==> config.mk <==
export PLATFORM = sky130hd
export DESIGN_NAME = comparator_nbit_serial
export DESIGN_NICKNAME = d
export VERILOG_FILES = /design/src/rtl/comparator_nbit_serial.sv
export SDC_FILE = /design/constraint.sdc
export NUM_CORES = 1
export LEC_CHECK = 0
export CORE_AREA = 2 2 54 56
export DETAILED_ROUTE_END_ITERATION = 8
export DIE_AREA = 0 0 56 58
export GPL_TIMING_DRIVEN = 0
export PLACE_DENSITY = 0.8
export RECOVER_POWER = 25
export SETUP_SLACK_MARGIN = 0.2
export SYNTH_ARGS = -nofsm -noshare
export SYNTH_HDL_FRONTEND = slang
export SYNTH_SLANG_ARGS = --single-unit
==> constraint.sdc <==
create_clock -name clk -period 2.29 [get_ports clk]
set_clock_uncertainty 0.05 [all_clocks]
set_input_delay 0.3435 -clock clk [delete_from_list [all_inputs] [get_ports clk]]
set_output_delay 0.3435 -clock clk [all_outputs]
set_load 0.005 [all_outputs]
==> src/rtl/comparator_nbit_serial.sv <==
`default_nettype none
// ============================================================================
//  Module   : comparator_nbit_serial
//  Purpose  : MSB-first serial magnitude comparator, DIGIT bits per clock,
//             signed/unsigned, one-hot {gt,lt,eq} result with start/busy/done.
//             Define COMPARATOR_SERIAL_EARLY_EXIT_EN to finish on the first
//             differing digit instead of always running N digits.
//  Revision : 1.0  initial release
// ============================================================================
module comparator_nbit_serial #(
    parameter int WIDTH = 8,
    parameter int DIGIT = 1
) (
    input  logic             clk,
    input  logic             rst,
    input  logic             start,
    input  logic [WIDTH-1:0] a,
    input  logic [WIDTH-1:0] b,
    input  logic             signed_mode,
    output logic             busy,
    output logic             done,
    output logic [2:0]       y
);

    localparam int N  = WIDTH / DIGIT;
    localparam int CW = $clog2(N + 1);

    if (WIDTH < 1 || DIGIT < 1 || (WIDTH % DIGIT) != 0) begin : g_param_check
        $error("comparator_nbit_serial: WIDTH must be >= 1 and a multiple of DIGIT");
    end

    typedef enum logic [1:0] {
        S_IDLE = 2'd0,
        S_RUN  = 2'd1,
        S_DONE = 2'd2
    } state_t;

    state_t           state_q;
    logic [WIDTH-1:0] sa_q, sb_q;
    logic [WIDTH-1:0] sa_d, sb_d;
    logic [CW-1:0]    cnt_q, cnt_d;
    logic [1:0]       res_q, res_d;
    logic             busy_q;
    logic             done_q;
    logic [2:0]       y_q;

    logic [WIDTH-1:0] w_flip;
    logic [DIGIT-1:0] w_dig_a, w_dig_b;
    logic             w_gt, w_lt;
    logic             w_last;
    logic             w_finish;

    // Flipping both MSBs maps two's complement order onto unsigned order.
    assign w_flip  = WIDTH'(signed_mode) << (WIDTH - 1);

    assign w_dig_a = sa_q[WIDTH-1 -: DIGIT];
    assign w_dig_b = sb_q[WIDTH-1 -: DIGIT];
    assign w_gt    = (w_dig_a > w_dig_b);
    assign w_lt    = (w_dig_a < w_dig_b);

    assign sa_d    = sa_q << DIGIT;
    assign sb_d    = sb_q << DIGIT;
    assign cnt_d   = cnt_q - CW'(1);
    assign res_d   = (res_q != 2'b00) ? res_q : {w_gt, w_lt};
    assign w_last  = (cnt_q == CW'(1));

`ifdef COMPARATOR_SERIAL_EARLY_EXIT_EN
    assign w_finish = w_last | (res_d != 2'b00);
`else
    assign w_finish = w_last;
`endif

    always_ff @(posedge clk) begin
        if (rst) begin
            state_q <= S_IDLE;
            sa_q    <= '0;
            sb_q    <= '0;
            cnt_q   <= '0;
            res_q   <= 2'b00;
            busy_q  <= 1'b0;
            done_q  <= 1'b0;
            y_q     <= 3'b000;
        end else begin
            case (state_q)
                S_IDLE: begin
                    done_q <= 1'b0;
                    if (start) begin
                        sa_q    <= a ^ w_flip;
                        sb_q    <= b ^ w_flip;
                        cnt_q   <= CW'(N);
                        res_q   <= 2'b00;
                        busy_q  <= 1'b1;
                        state_q <= S_RUN;
                    end
                end
                S_RUN: begin
                    sa_q  <= sa_d;
                    sb_q  <= sb_d;
                    cnt_q <= cnt_d;
                    res_q <= res_d;
                    if (w_finish) begin
                        busy_q  <= 1'b0;
                        done_q  <= 1'b1;
                        y_q     <= (res_d == 2'b00) ? 3'b001 : {res_d, 1'b0};
                        state_q <= S_DONE;
                    end
                end
                S_DONE: begin
                    done_q  <= 1'b0;
                    state_q <= S_IDLE;
                end
                default: begin
                    busy_q  <= 1'b0;
                    done_q  <= 1'b0;
                    state_q <= S_IDLE;
                end
            endcase
        end
    end

    assign busy = busy_q;
    assign done = done_q;
    assign y    = y_q;

endmodule
`default_nettype wire

---- Word level (Yosys, flattened, before mapping) ----
Index checks and enable logic that the tools add are counted.
storage, ports and cells
  register bits ........................... 29
  bits of input ports ..................... 20
  output and inout bits ................... 5
  word-level logic and storage cells ...... 45
operators by class
  add/sub/neg operators ................... 1
  $lt $le $gt $ge ......................... 2
  eq/ne operators ......................... 5
  mux-type cells .......................... 16
  bitwise operators ....................... 4
  reductions and logical operators ........ 9
operator list
  operator                                                               number
  8-bit case mux with 2 select lines                                     2
  8-bit 2-to-1 mux                                                       2
  8-bit XOR                                                              2
  2-bit 2-to-1 mux                                                       4
  2-bit case mux with 2 select lines                                     2
  4-bit case mux with 2 select lines                                     1
  2-bit AND reduction                                                    3
  4-bit by 1-bit equality test with 1-bit output, second input constant  1
  2-bit logical NOT                                                      2
  4-bit 2-to-1 mux                                                       1
  2-bit != test, second input constant                                   2
  2-bit nonzero test                                                     2
  4-bit by 1-bit subtractor with 4-bit output, second input constant     1
  3-bit 2-to-1 mux                                                       1
  1-bit case mux with 3 select lines                                     1
  3-bit AND reduction                                                    1
  2-bit by 1-bit equality test with 1-bit output, second input constant  1
  2-bit equality test, second input constant                             1
  1-bit 2-to-1 mux                                                       2
  1-bit NOT                                                              2
  2-bit OR reduction                                                     1
  1-bit > comparator                                                     1
  1-bit < comparator                                                     1

---- Depth between registers and ports, before layout ----
  depth in word-level cells ............... 4
  depth in mapped cells ................... 6

---- Least setup slack after synthesis ----
OpenSTA, ideal clock, no wires.
  path type ............................... register to register
  from .................................... reg cnt_q[1]
  to ...................................... reg y_q[0], in the netlist y[0]
  arrival time ............................ 1170 ps
  data required time ...................... 2125 ps
  path slack .............................. 955 ps
  cell stages (with the launch flop) ...... 7
  path buffers ............................ 1
  period minus slack after synthesis ...... 1335 ps
  cells stage by stage .................... dfxtp_1 -> inv_1 -> ha_1 -> and3b_1 -> buf_6 -> and4_1 -> a31o_1
on the way
  cells in the longest elaborated chain, start to end .. 2
RTL lines
  element                                         line  source
  start, declared                                 41    logic [CW-1:0] cnt_q, cnt_d;
  start signal, assigned                          90    cnt_q <= CW'(N);
  start signal, assigned                          99    cnt_q <= cnt_d;
  4-bit by 1-bit equality test with 1-bit output  65    assign w_last = (cnt_q == CW'(1));
  2-bit AND reduction (no source line)            -
  end signal, assigned                            104   y_q <= (res_d == 2'b00) ? 3'b001 : {res_d, 1'b0};
  end, declared                                   45    logic [2:0] y_q;
No other way between the ends.
A chain may end at the register's enable or synchronous reset.

---- Worst setup path after layout ----
  from .................................... in start
  to ...................................... reg res_q[1]
on the way
  cells in the longest elaborated chain, start to end .. 2
RTL lines
  element                               line  source
  start, declared                       16    input logic start,
  2-bit != test (no source line)        -
  2-bit AND reduction (no source line)  -
  end signal, assigned                  100   res_q <= res_d;
  end, declared                         42    logic [1:0] res_q, res_d;
No other way between the ends.

==> metrics.csv <==
stage,metric,value,unit
synth,Post-Syn Instances,156,
global_route,vias in the first global route,1256,
routing,routed length per instance,15.0,um
clock_tree,clock tree buffer depth,2,
sta,fmax,0.582,GHz
sta,TNS Setup,0,ns
global_route,first-pass GRT wire length,5590,um
synth,Mapped Avg Cell Area,8.91,sq um
global_route,initial antenna violation count,0,
finish,Filler cells,251,
clock_tree,Root Driver,clkbuf_4,
clock_tree,total CTS buffers,5,
pwr,Pwr per Cell Area,723,mW/mm^2
routing,First-pass DRT Iterations,4,
finish,share of layout cells above drive strength 1,12.8,%
sta,Worst slew margin,66.4,%
routing,Post-route DRC,0,
floorplanning,DIE AREA,0.00325,sq mm
clock_tree,Worst-Skew Late Latency,0.34,ns
placement,IO Port Bufs,23,
placement,Cells after DPL,210,
synth,Yosys cell types,39,
worst_setup_path,Critical Path Fanout Max,10,
global_route,All-Layer GR Usage,22.5,%
clock_tree,# Post-CTS Setup Buffers,0,
floorplanning,Initial Util,52.2,%
placement,hpwl dp,2410,um
worst_setup_path,CP endpoint kind,register,
sta,number of setup violations in the final report,0,
clock_tree,H-tree depth,2,
finish,Final Util,65.1,%
pwr,leakage,0.660,nW
sta,Tmin final,1.72,ns
worst_setup_path,worst setup path class,in2reg,
routing,DRT antenna net count,0,
synth,synthesis warning total,0,
floorplanning,row count,19,
placement,Final GP Congestion,0.820,
sta,RSZ-0062 raised after global routing,false,
finish,P&R area growth vs syn,24.8,%
status,status,"complete, no violations",
finish,Nets,208,
clock_tree,post-CTS resize count,0,
sta,final hold vios,0,
clock_tree,clock sink total,29,
synth,post-synthesis net count,178,
clock_tree,cts-stage hold buffer count,0,
worst_setup_path,CP Data Required Time,2.45,ns
routing,vias,1258,
clock_tree,CTS tree,done,
synth,post-synthesis register bit count,29,
routing,via/cell ratio,5.77,
hold_path,worst min path class,in2reg,
finish,"non-filler cells, final",218,
worst_setup_path,CP startpoint kind,input port,
job,max cap viols,0,
synth,area of the mapped netlist,0.00139,sq mm
global_route,gr ovfl total,0,
floorplanning,Core ar.,0.00266,sq mm
sta,worst slew pin tran,0.505,ns
placement,area post-placement,0.00166,sq mm
pwr,Total Power,1.25,mW
synth,sequential share of the synthesized area,41.8,%
sta,Max Transition Viols Final,0,
floorplanning,Die Span Y,58,um
worst_setup_path,crit path DAT,1.88,ns
clock_tree,Worst-path clk slew,0.10,ns
routing,Routed WL,3270,um
global_route,largest net degree at the start of global routing,11,
floorplanning,die width,56,um
routing,Initial DRC Count,32,
finish,n_diodes,0,
finish,Finished Cell Area,0.00173,sq mm
worst_setup_path,reg2reg setup slack,0.86,ns
floorplanning,Top Ports,25,
sta,final cycle utilization of the critical path,75.0,%
pwr,Worst VDD drop,0.580,mV
-- layer usage --
layer | vias to the layer above | wire length [um] | track usage [%]
li1 | 616 | - | -
met1 | 590 | 1350 | 26.5
met2 | 43 | 1600 | 37.5
met3 | 9 | 248 | 6.70
met4 | 0 | 69 | 11.6
met5 | - | 0 | 0
-- sequential cells by signal, indices dropped and copies added (netlist names) --
name     cells
res_q        2
sa_q         8
y            3
done         1
busy         1
cnt_q        4
sb_q         8
state_q      2
-- through the flow --
step,hold WS (ns),setup slack (ns)
2_1_floorplan,0.412,0.955
3_3_place_gp,0.419,0.667
3_5_place_dp,0.427,0.620
4_1_cts,0.253,0.690
5_1_grt,0.268,0.471
6_report,0.260,0.572
-- area by class of cell --
cell class	count	area, sq um	share of cell area, %
buffer	12	87.6	5.05
clock buffer	7	55.1	3.17
clock inverter	1	30.0	1.73
inverter	5	18.8	1.08
multi-input combinational	110	693	40.0
sequential	29	581	33.5
tap	31	38.8	2.24
timing repair buffer	23	230	13.3
-- where the power goes --
group          leakage (nW)  switching, mW  total, mW  internal, mW
logic                 0.376          0.113      0.233         0.120
clock network        0.0455          0.180      0.441         0.261
registers             0.239         0.0335      0.580         0.547
total                 0.660          0.326       1.25         0.928
-- cell usage after synthesis --
| cell | number | area [sq um] |
|---|---|---|
| nor2_4 | 1 | 11.3 |
| nand2_1 | 11 | 41.3 |
| a21oi_1 | 19 | 95.1 |
| o221a_2 | 3 | 33.8 |
| a211oi_1 | 2 | 15.0 |
| o21bai_4 | 1 | 18.8 |
| nand2b_1 | 4 | 25.0 |
| a22oi_1 | 2 | 15.0 |
| nand3_1 | 3 | 15.0 |
| o21ai_0 | 12 | 60.1 |
| nor3_1 | 4 | 20.0 |
| a21oi_2 | 2 | 17.5 |
| and2b_4 | 1 | 10.0 |
| a31oi_1 | 1 | 6.26 |
| dfxtp_1 | 29 | 581 |
| mux2i_1 | 1 | 10.0 |
| nand3b_1 | 1 | 7.51 |
| a2bb2oi_1 | 4 | 35.0 |
| ha_1 | 2 | 25.0 |
| buf_6 | 6 | 67.6 |
| o22ai_1 | 4 | 25.0 |
| inv_1 | 4 | 15.0 |
| and3b_1 | 1 | 8.76 |
| o21ai_1 | 1 | 5.00 |
| xor2_1 | 2 | 17.5 |
| a311oi_1 | 2 | 17.5 |
| nor2_1 | 12 | 45.0 |
| nor2b_1 | 3 | 18.8 |
| o2bb2ai_1 | 2 | 17.5 |
| clkbuf_1 | 2 | 7.51 |
| o21ba_2 | 1 | 10.0 |
| and4_1 | 1 | 8.76 |
| o21a_1 | 1 | 7.51 |
| nor3b_1 | 3 | 22.5 |
| buf_2 | 4 | 20.0 |
| clkinv_1 | 1 | 3.75 |
| a31o_1 | 1 | 8.76 |
| a211oi_2 | 1 | 12.5 |
| xnor2_1 | 1 | 8.76 |
-- final timing paths --
check	startpoint	cells past startpoint	to
min	rst	2	y[2]$_SDFFE_PP0P_
max	start	5	res_q[1]$_SDFFE_PP0P_
max reg2reg	cnt_q[1]$_SDFFE_PP0P_	6	y[0]$_SDFFE_PP0P_
min reg2reg	y[0]$_SDFFE_PP0P_	1	y[0]$_SDFFE_PP0P_
-- cell families (layout without fill, tap and decap cells) --
logic type / after synthesis / after routing / synth area share [%]
compound gates: 59 / 59 / 28.8
xor+xnor: 3 / 3 / 1.89
fa+ha+maj: 2 / 2 / 1.80
buf+inv: 17 / 48 / 8.19
flops: 29 / 29 / 41.8
mux: 1 / 1 / 0.720
simple gates: 45 / 45 / 16.8
-- cells in the final DEF (no fill, tap or decap), types with 4 or more instances in the layout --
master	count
nand2b_1	4
nor3_1	4
clkbuf_1	4
clkdlybuf4s50_1	22
clkbuf_4	5
a21oi_1	19
buf_6	5
o22ai_1	4
dfxtp_1	29
nand2_1	11
buf_2	4
inv_1	4
o21ai_0	12
nor2_1	12
a2bb2oi_1	4
-- critical path, cell delays in order --
cell,delay (ns)
dlygate4sd3_1,0.57
clkbuf_1,0.42
and2b_1,0.33
nand2b_1,0.15
a211oi_1,0.07
(Power assumes the default switching activity.)
